$ cat src/rtl/fetch_ctrl_pkg.sv
// Shared types for the instruction fetch controller: FSM states and word width.
package fetch_ctrl_pkg;

    localparam int INST_W = 32;

    typedef enum logic [2:0] {
        IDLE  = 3'd0,
        REQ   = 3'd1,
        WAIT  = 3'd2,
        HOLD  = 3'd3,
        FLUSH = 3'd4
    } state_t;

    function automatic logic is_busy(input state_t s);
        return s != IDLE;
    endfunction

endpackage : fetch_ctrl_pkg

$ cat src/rtl/pc_cmd.sv
// Command encoding shared with the PC block: hold, increment or load.
package pc_cmd;

    typedef enum logic [1:0] {
        NONE = 2'd0,
        INC  = 2'd1,
        LOAD = 2'd2
    } cmd;

endpackage : pc_cmd

$ cat src/rtl/fetch_ctrl_if.sv
// Instruction-memory request/response and instruction output handshakes.
interface fetch_ctrl_if
    import fetch_ctrl_pkg::*;
#(
    parameter int WIDTH = 32
) ();

    logic              imem_req_valid;
    logic              imem_req_ready;
    logic [WIDTH:0]    imem_req_addr;
    logic              imem_resp_valid;
    logic [INST_W-1:0] imem_resp_data;

    logic              inst_valid;
    logic              inst_ready;
    logic [INST_W-1:0] inst_data;
    logic [WIDTH:0]    inst_pc;

    // Fetch controller side.
    modport master (
        output imem_req_valid, imem_req_addr,
        input  imem_req_ready, imem_resp_valid, imem_resp_data,
        output inst_valid, inst_data, inst_pc,
        input  inst_ready
    );

    // Memory and downstream consumer side.
    modport slave (
        input  imem_req_valid, imem_req_addr,
        output imem_req_ready, imem_resp_valid, imem_resp_data,
        input  inst_valid, inst_data, inst_pc,
        output inst_ready
    );

endinterface : fetch_ctrl_if

$ cat src/rtl/fetch_ctrl.sv
// Instruction fetch controller: one outstanding memory request, redirect-aware,
// drives the external PC block through cmd/load_pc.
module fetch_ctrl
    import fetch_ctrl_pkg::*;
#(
    parameter int             WIDTH    = 32,
    parameter logic [WIDTH:0] RESET_PC = '0
) (
    input  logic           clk,
    input  logic           rst,
    input  logic           start,
    input  logic           halt,
    input  logic [WIDTH:0] pc,
    output pc_cmd::cmd     cmd,
    output logic [WIDTH:0] load_pc,
    input  logic           redirect_valid,
    input  logic [WIDTH:0] redirect_pc,
    output logic           busy,
    fetch_ctrl_if.master   bus
);

    state_t            state;
    state_t            next_state;
    logic [WIDTH:0]    req_pc;
    logic              inst_valid_q;
    logic [INST_W-1:0] inst_data_q;
    logic [WIDTH:0]    inst_pc_q;

    logic accept;
    logic capture_req;
    logic capture_resp;
    logic clear_inst;

    assign accept = (state == REQ) && bus.imem_req_ready;

    // NOTE: every signal written here gets a default first so no path leaves it unassigned (no latch).
    always_comb begin
        next_state   = state;
        cmd          = pc_cmd::NONE;
        load_pc      = '0;
        capture_req  = 1'b0;
        capture_resp = 1'b0;
        clear_inst   = 1'b0;

        if (!rst) begin
            next_state = IDLE;
            cmd        = pc_cmd::LOAD;
            load_pc    = RESET_PC;
        end else begin
            if (redirect_valid) begin
                cmd     = pc_cmd::LOAD;
                load_pc = redirect_pc;
            end

            case (state)
                IDLE: begin
                    if (start && !redirect_valid) next_state = REQ;
                end

                REQ: begin
                    if (accept) begin
                        capture_req = 1'b1;
                        if (redirect_valid) begin
                            next_state = FLUSH;
                        end else begin
                            cmd        = pc_cmd::INC;
                            next_state = WAIT;
                        end
                    end
                end

                WAIT: begin
                    if (redirect_valid) begin
                        next_state = bus.imem_resp_valid ? REQ : FLUSH;
                    end else if (bus.imem_resp_valid) begin
                        capture_resp = 1'b1;
                        next_state   = HOLD;
                    end
                end

                HOLD: begin
                    if (redirect_valid) begin
                        clear_inst = 1'b1;
                        next_state = REQ;
                    end else if (bus.inst_ready) begin
                        clear_inst = 1'b1;
                        next_state = halt ? IDLE : REQ;
                    end
                end

                FLUSH: begin
                    // The stale response retires the request even under a new
                    // redirect; waiting for another one would never end.
                    if (bus.imem_resp_valid) next_state = halt ? IDLE : REQ;
                end

                default: next_state = IDLE;
            endcase
        end
    end

    // NOTE: sequential state uses non-blocking assignments so every register samples pre-edge values.
    always_ff @(posedge clk) begin
        if (!rst) begin
            state        <= IDLE;
            req_pc       <= '0;
            inst_valid_q <= 1'b0;
            inst_data_q  <= '0;
            inst_pc_q    <= '0;
        end else begin
            state <= next_state;
            if (capture_req) req_pc <= pc;
            if (capture_resp) begin
                inst_valid_q <= 1'b1;
                inst_data_q  <= bus.imem_resp_data;
                inst_pc_q    <= req_pc;
            end else if (clear_inst) begin
                inst_valid_q <= 1'b0;
            end
        end
    end

    // Request address tracks the PC block directly, so a redirect load shows up one cycle later.
    assign bus.imem_req_valid = rst && (state == REQ);
    assign bus.imem_req_addr  = pc;

    assign bus.inst_valid = inst_valid_q;
    assign bus.inst_data  = inst_data_q;
    assign bus.inst_pc    = inst_pc_q;

    assign busy = rst && is_busy(state);

endmodule : fetch_ctrl

$ cat src/flat_wrapper.sv
// flat-port wrapper written by rule: the top's interface ports become plain ports
module fetch_ctrl_flat import fetch_ctrl_pkg::*;
#(
    parameter int             WIDTH    = 32,
    parameter logic [WIDTH:0] RESET_PC = '0
)
  (clk, rst, start, halt, pc, cmd, load_pc, redirect_valid, redirect_pc, busy, bus_imem_req_valid, bus_imem_req_addr, bus_imem_req_ready, bus_imem_resp_valid, bus_imem_resp_data, bus_inst_valid, bus_inst_data, bus_inst_pc, bus_inst_ready);
  fetch_ctrl_if #(.WIDTH(WIDTH)) bus_i ();
  input  logic clk;
  input  logic rst;
  input  logic start;
  input  logic halt;
  input  logic [WIDTH:0] pc;
  output pc_cmd::cmd cmd;
  output logic [WIDTH:0] load_pc;
  input  logic redirect_valid;
  input  logic [WIDTH:0] redirect_pc;
  output logic busy;
  output wire logic [$bits(bus_i.imem_req_valid)-1:0] bus_imem_req_valid;
  output wire logic [$bits(bus_i.imem_req_addr)-1:0] bus_imem_req_addr;
  input wire logic [$bits(bus_i.imem_req_ready)-1:0] bus_imem_req_ready;
  input wire logic [$bits(bus_i.imem_resp_valid)-1:0] bus_imem_resp_valid;
  input wire logic [$bits(bus_i.imem_resp_data)-1:0] bus_imem_resp_data;
  output wire logic [$bits(bus_i.inst_valid)-1:0] bus_inst_valid;
  output wire logic [$bits(bus_i.inst_data)-1:0] bus_inst_data;
  output wire logic [$bits(bus_i.inst_pc)-1:0] bus_inst_pc;
  input wire logic [$bits(bus_i.inst_ready)-1:0] bus_inst_ready;
  assign bus_imem_req_valid = bus_i.imem_req_valid;
  assign bus_imem_req_addr = bus_i.imem_req_addr;
  assign bus_i.imem_req_ready = bus_imem_req_ready;
  assign bus_i.imem_resp_valid = bus_imem_resp_valid;
  assign bus_i.imem_resp_data = bus_imem_resp_data;
  assign bus_inst_valid = bus_i.inst_valid;
  assign bus_inst_data = bus_i.inst_data;
  assign bus_inst_pc = bus_i.inst_pc;
  assign bus_i.inst_ready = bus_inst_ready;
  fetch_ctrl #(.WIDTH(WIDTH), .RESET_PC(RESET_PC)) u_core (.clk(clk), .rst(rst), .start(start), .halt(halt), .pc(pc), .cmd(cmd), .load_pc(load_pc), .redirect_valid(redirect_valid), .redirect_pc(redirect_pc), .busy(busy), .bus(bus_i));
endmodule
$ cat config.mk
export PLATFORM = sky130hd
export DESIGN_NAME = fetch_ctrl_flat
export DESIGN_NICKNAME = d
export VERILOG_FILES = /design/src/rtl/fetch_ctrl_pkg.sv /design/src/rtl/pc_cmd.sv /design/src/rtl/fetch_ctrl_if.sv /design/src/rtl/fetch_ctrl.sv /design/src/flat_wrapper.sv
export SDC_FILE = /design/constraint.sdc
export NUM_CORES = 1
export LEC_CHECK = 0
export BUFFER_PORTS_ARGS = -buffer_cell sky130_fd_sc_hd__buf_2
export CORE_ASPECT_RATIO = 1.4
export CORE_MARGIN = 4
export CORE_UTILIZATION = 49
export CTS_CLUSTER_DIAMETER = 50
export CTS_CLUSTER_SIZE = 10
export DETAILED_ROUTE_END_ITERATION = 16
export PLACE_DENSITY = 0.82
export SLEW_MARGIN = 25
export SYNTH_ARGS = -nofsm -noshare
export SYNTH_HDL_FRONTEND = slang
export SYNTH_SLANG_ARGS = --single-unit
$ cat constraint.sdc
create_clock -name clk -period 2.4 [get_ports clk]
set_input_delay 0 -clock clk [delete_from_list [all_inputs] [get_ports clk]]
set_output_delay 0 -clock clk [all_outputs]
set_load 0.02 [all_outputs]
=== After elaboration in Yosys (flattened, before gate mapping) ===
Cells that the tools add are included.

* Equal/unequal tests: 9
* Multiplexer cells: 31
* Reduce and logical (&&, ||, !) cells: 9

{| class="wikitable"
|+ Operators by type and width
! cell !! number
|-
| $mux W33 || 2
|-
| $mux W3 || 9
|-
| $pmux W3 S5 || 1
|-
| $mux W1 || 14
|-
| $mux W2 || 5
|-
| $eq A3 B2 Y1 const B || 2
|-
| $ne A3 B3 Y1 const B || 2
|-
| $reduce_and A5 Y1 || 1
|-
| $logic_and A1 B1 Y1 || 4
|-
| $ne A2 B1 Y1 const B || 2
|-
| $eq A3 B1 Y1 const B || 1
|-
| $eq A3 B3 Y1 const B || 1
|-
| $logic_not A3 Y1 || 1
|-
| $reduce_bool A3 Y1 || 1
|-
| $ne A2 B2 Y1 const B || 1
|-
| $reduce_bool A2 Y1 || 1
|-
| $logic_not A1 Y1 || 1
|}

* Bits in registers: 102
* Output and inout bits: 136
* Word-level logic and storage cells: 54

=== Logic depth before layout (Yosys ltp) ===
* Depth in word-level cells: 6
* Depth in mapped cells: 6
* Gate-level depth less buffers: 4

=== Worst setup path before layout ===
No wires, ideal clock.

* Path type: reg2reg
* Start point: register u_core.state[2]
* End point: register u_core.req_pc[23]
* Data arrival time: 1124 ps
* Path slack: 1149 ps
* Cell stages (with the launch flop): 7
* Buffers on the path: 2
* Cell sequence: dfxtp_1 > nor2b_2 > nand4_1 > buf_4 > buf_2 > nand3_1 > o21ai_0

* Longest elaborated chain between the ends: 5

{| class="wikitable"
|+ Ends and longest elaborated chain
! item !! RTL line !! RTL
|-
| start, declared || fetch_ctrl.sv:22 || <nowiki>state_t state;</nowiki>
|-
| start signal, assigned || fetch_ctrl.sv:111 || <nowiki>state <= next_state;</nowiki>
|-
| $eq A3 B1 Y1 * || fetch_ctrl.sv:34, fetch_ctrl.sv:55 ||
|-
| $logic_and A1 B1 Y1 || fetch_ctrl.sv:34 || <nowiki>assign accept = (state == REQ) && bus.imem_req_ready;</nowiki>
|-
| $mux W1 || fetch_ctrl.sv:61 || <nowiki>if (accept) begin</nowiki>
|-
| $mux W1 * || fetch_ctrl.sv:55 || <nowiki>case (state)</nowiki>
|-
| $mux W1 * || fetch_ctrl.sv:45 || <nowiki>if (!rst) begin</nowiki>
|-
| end signal, assigned || fetch_ctrl.sv:112 || <nowiki>if (capture_req) req_pc <= pc;</nowiki>
|-
| end, declared || fetch_ctrl.sv:24 || <nowiki>logic [WIDTH:0] req_pc;</nowiki>
|}

Mark *: on every way between the ends. The rest lies on a longest branch, timed or not.
A chain may end at the register's enable or synchronous reset.

=== Worst setup path after layout ===
* Start point: register u_core.state[0]
* End point: output cmd[0]

* Longest elaborated chain between the ends: 5

{| class="wikitable"
|+ Ends and longest elaborated chain
! item !! RTL line !! RTL
|-
| $eq A3 B1 Y1 * || fetch_ctrl.sv:34, fetch_ctrl.sv:55 ||
|-
| $logic_and A1 B1 Y1 || fetch_ctrl.sv:34 ||
|-
| $mux W2 || fetch_ctrl.sv:61 ||
|-
| $mux W2 * || fetch_ctrl.sv:55 ||
|-
| $mux W2 * || fetch_ctrl.sv:45 ||
|-
| end, declared || flat_wrapper.sv:14 || <nowiki>output pc_cmd::cmd cmd;</nowiki>
|}

Marks and branches as above.

==> results <==
- The data required time at the worst endpoint is roughly 2.4 ns.
- Setup repair after global routing left no endpoint under its margin.
- The mapped cell area is 0.004557 mm^2.
- The final route contains roughly 4600 vias.
- The number of max-cap violations is 0.
- The mean number of vias per cell is about 5.0.
- In this run the power density over the cells is 590.8 mW/mm^2.
- The via count of the first global-routing pass is roughly 4500.
- The slew at the pin with the worst max-slew slack is between 0.5 and 0.6 ns.
- From left edge to right edge, the die measures between 80 and 90 um.
- The H-tree generated during clock tree synthesis spans 3 levels.
- For this run, the register share of the synthesized area comes to 0.4481.
- The internal portion of the total power is ~2.8 mW.
- For the worst-skew pair, the clock arrives at the later sink with an insertion delay of roughly 0.34 ns.
- The count of state elements after synthesis is just over 100.
- Once the clock tree was built, the resizer swapped 0 gates to a different size.
- The maximum number of buffers from clock root to sink is 2.
- The final hold slack is approximately 0.046 ns.
- By startpoint and endpoint, the worst setup path is classified as register to output port.
- Each instance of the synthesized netlist takes up on average approximately 8.4 um^2.
- In the detailed route, the total length drawn on met3 is roughly 900 um.
- The number of distinct library cells after synthesis is 32.
- The final number of hold-violating endpoints is 0.
- The critical path contains buffers and inverters numbering 2 combined.
- In this run the remaining antenna-violating nets after routing total 0.
- The number of design-rule violations left by the first detailed-router iteration is 254.
- Of the total power, the share spent switching nets is 0.2536.
- The total number of nets in the final design is 900.
- The fraction of layout instances using a drive strength above 1 is 0.3842.
- The first-pass detailed-route iteration total is 6.
- Across every metal layer, demand over resource in global routing totals 0.2532.
- Measured against its own limit, the worst slew margin works out to 0.6277.
- The cell count after synthesis is 544.
- The critical path capture point type is an output port.
- The met1 routed wirelength after detailed routing is around 5.4 mm.
- The run finished with clean final reports.
- The I/O pin total is between 200 and 250.
- The overall routed net length is ~14 mm.
- The total negative setup slack is 0 ns.
- In this run the top signal layer used is met4.
- The net count after synthesis is 650.
- Buffers inserted to repair hold after CTS numbered 66.
- Of the total power, the clock network draws 0.373.
- The final critical delay including setup and external delays is around 1.8 ns.
- The final RePlAce weighted congestion is roughly 0.9.
- The switching power is 0.9642 mW.
- The clock transition at the registers of the reported paths is around 0.06 ns.
- STA classifies the critical path startpoint as a register.
- The half-perimeter wire length after detailed placement is 8.828 mm.
- After detailed routing, the number of remaining DRC violations is 0.
- The synthesis warning total is 0.
- Of the total power, registers draw 0.476.
- The arrival time reported for the critical path endpoint is 1.84 ns.
- The master of the slowest instance on the critical path is sky130_fd_sc_hd__dfxtp_1.
- Global routing finished with a remaining overflow of 0.
- The global-route wire length before repair is 21.48 mm.
- The count of endpoints failing setup in the final report is 0.
- The count of buffers from port buffering is ~240.
- For this configuration, the core starts out at a cell density of 0.5047.
- The total area inside the core boundary comes to around 0.0090 mm^2.
- The buffer type at the clock tree root is sky130_fd_sc_hd__clkbuf_16.
- The fill cell total of the finished layout is 674.
- In this design, the stage delay of the slowest critical-path cell is about 0.54 ns.
- The initial antenna violation count is 0.
- The floorplan die area is around 0.011 mm^2.
- The post-place setup slack is between 0.7 and 0.8 ns.
- From synthesis to final layout, the design area changed by 41.24%.
- Entering global routing, the biggest net connects 64 pins.
- The category of cells accounting for the largest share of critical-path delay is flip-flops.
- In the final routed layout, each cell accounts on average for around 16 um.
- The initialized floorplan defines 41 standard-cell rows.
- The number of max-slew violations in the final report was 0.
- Along the worst path, the maximum fanout reaches 27.
- Summed over all cells, the static leakage comes to 3.093 nW.
- The critical path goes through nor2b_2, nand4_1, buf_4, nor2_1, buf_2.
- On the final layout, the worst clock skew is around 0.0059 ns.
- After detailed routing, the met2 layer carries 7.430 mm of wire.
- The relative contribution of combinational cells to total power is 0.151.
- The number of CTS-inserted buffers is 9.
- The count of buffers added by post-CTS timing repair for setup is 0.
- The slack of the critical path is about 0.56 ns.
- The class of the tightest hold or removal check is input pin to register.
- The final worst-path cycle share is 0.7673.
- The peak supply drop is between 400 and 500 uV.
- Measured along the y axis, the die boundary spans between 100 and 150 um.
- The clock tree from TritonCTS is yes.
- The clock drives 102 sinks.
- For this run, the top clock speed supported by timing is roughly 540 MHz.
==> worst reg2reg max path: cells and delay by family, from the launching register on <==
kind / cells / cell delay [ns]
AO/OA/AOI/OAI: 1 / 0.21
buffers and inverters: 1 / 0.29
flip-flops: 1 / 0.38
AND/OR/NAND/NOR: 3 / 0.82
==> area by class of cell <==
type,instances,area (um^2),share of cell area
multi-input cells,333,1906,0.2961
clock inverters,6,61.31,0.009526
clock buffers,10,229.0,0.03558
diodes,1,2.502,0.0003888
flip-flops and latches,102,2042,0.3173
repair buffers,314,1934,0.3005
well taps,107,133.9,0.02080
inverters,34,127.6,0.01983
==> registers in the layout, indices dropped and copies added (netlist names) <==
register               flops
u_core.bus.inst_valid      1
u_core.bus.inst_data      32
u_core.req_pc             33
u_core.state               3
u_core.bus.inst_pc        33
==> cells in the mapped netlist, drive strengths merged <==
| cell type | instances | share of area |
|---|---|---|
| nand2 | 132 | 0.11 |
| dfxtp | 102 | 0.45 |
| a21boi | 66 | 0.14 |
| buf | 54 | 0.089 |
| o21ai | 37 | 0.041 |
| nand3 | 35 | 0.038 |
| and3 | 34 | 0.047 |
| inv | 34 | 0.028 |
| clkbuf | 21 | 0.017 |
| a21oi | 5 | 0.0055 |
| nor2 | 5 | 0.0047 |
| nand2b | 4 | 0.0055 |
| nor2b | 3 | 0.0047 |
| mux2i | 2 | 0.0044 |
| nand4 | 2 | 0.0027 |
| a31oi | 1 | 0.0014 |
| and4b | 1 | 0.0022 |
| nand3b | 1 | 0.0016 |
| nand4b | 1 | 0.0019 |
| o31a | 1 | 0.0019 |
| o32ai | 1 | 0.0019 |
| or2 | 1 | 0.0014 |
| or3b | 1 | 0.0019 |
==> cell usage in the layout (no fill, tap or decap), types with 2 or more instances in the layout <==
master / instances
sky130_fd_sc_hd__a21boi_0: 16
sky130_fd_sc_hd__nand3_1: 35
sky130_fd_sc_hd__nor2_1: 4
sky130_fd_sc_hd__dlygate4sd3_1: 66
sky130_fd_sc_hd__nand2_1: 132
sky130_fd_sc_hd__dfxtp_1: 102
sky130_fd_sc_hd__and3_1: 34
sky130_fd_sc_hd__o21ai_0: 35
sky130_fd_sc_hd__nand2b_1: 4
sky130_fd_sc_hd__o21ai_1: 2
sky130_fd_sc_hd__clkinv_2: 3
sky130_fd_sc_hd__clkbuf_16: 9
sky130_fd_sc_hd__inv_1: 34
sky130_fd_sc_hd__nand4_1: 2
sky130_fd_sc_hd__buf_2: 240
sky130_fd_sc_hd__a21boi_1: 10
sky130_fd_sc_hd__nor2b_1: 2
sky130_fd_sc_hd__a21oi_1: 5
sky130_fd_sc_hd__mux2i_1: 2
sky130_fd_sc_hd__buf_4: 7
sky130_fd_sc_hd__a21boi_2: 40
==> final timing paths <==
check	slack [ns]	endpoint	depth (start not counted)	from
min	0.05	u_core.state[2]	4	bus_imem_resp_valid
max reg2reg	0.60	u_core.bus.inst_data[13]	5	u_core.state[2]
max	0.56	cmd[0]	5	u_core.state[0]
min reg2reg	0.45	u_core.bus.inst_data[30]	2	u_core.bus.inst_data[30]
==> cells by family (layout without fill, tap and decap cells) <==
group,after synthesis,in the layout,share of synthesized area
simple gates,220,220,0.2205
flops,102,102,0.4481
buf+inv,109,364,0.1340
compound gates,111,111,0.1930
other cells,0,1,0
mux,2,2,0.004393
==> metrics by stage <==
step                power, mW  cells  utilization  instance area [um^2]
floorplan               2.171    544            -                  4557
global placement        2.308    824       0.6073                  5483
detailed placement      2.324    824       0.6073                  5483
CTS                     3.821    906       0.7126                  6434
global route            3.957    906       0.7126                  6434
finish                  3.802    907       0.7129                  6436
==> per-layer routing <==
metal	up-vias	global-route usage
li1	2241	-
met1	2103	0.2883
met2	194	0.4479
met3	32	0.04465
met4	0	0.1164
met5	-	0
==> power groups by stage <==
stage	Clock [mW]	Combinational, mW	Sequential [mW]
global route	1.52	0.622	1.82
finish	1.42	0.573	1.81
CTS	1.45	0.562	1.81
global placement	0	0.466	1.84
detailed placement	0	0.477	1.85
floorplan	0	0.338	1.83
(Power assumes the default switching activity.)
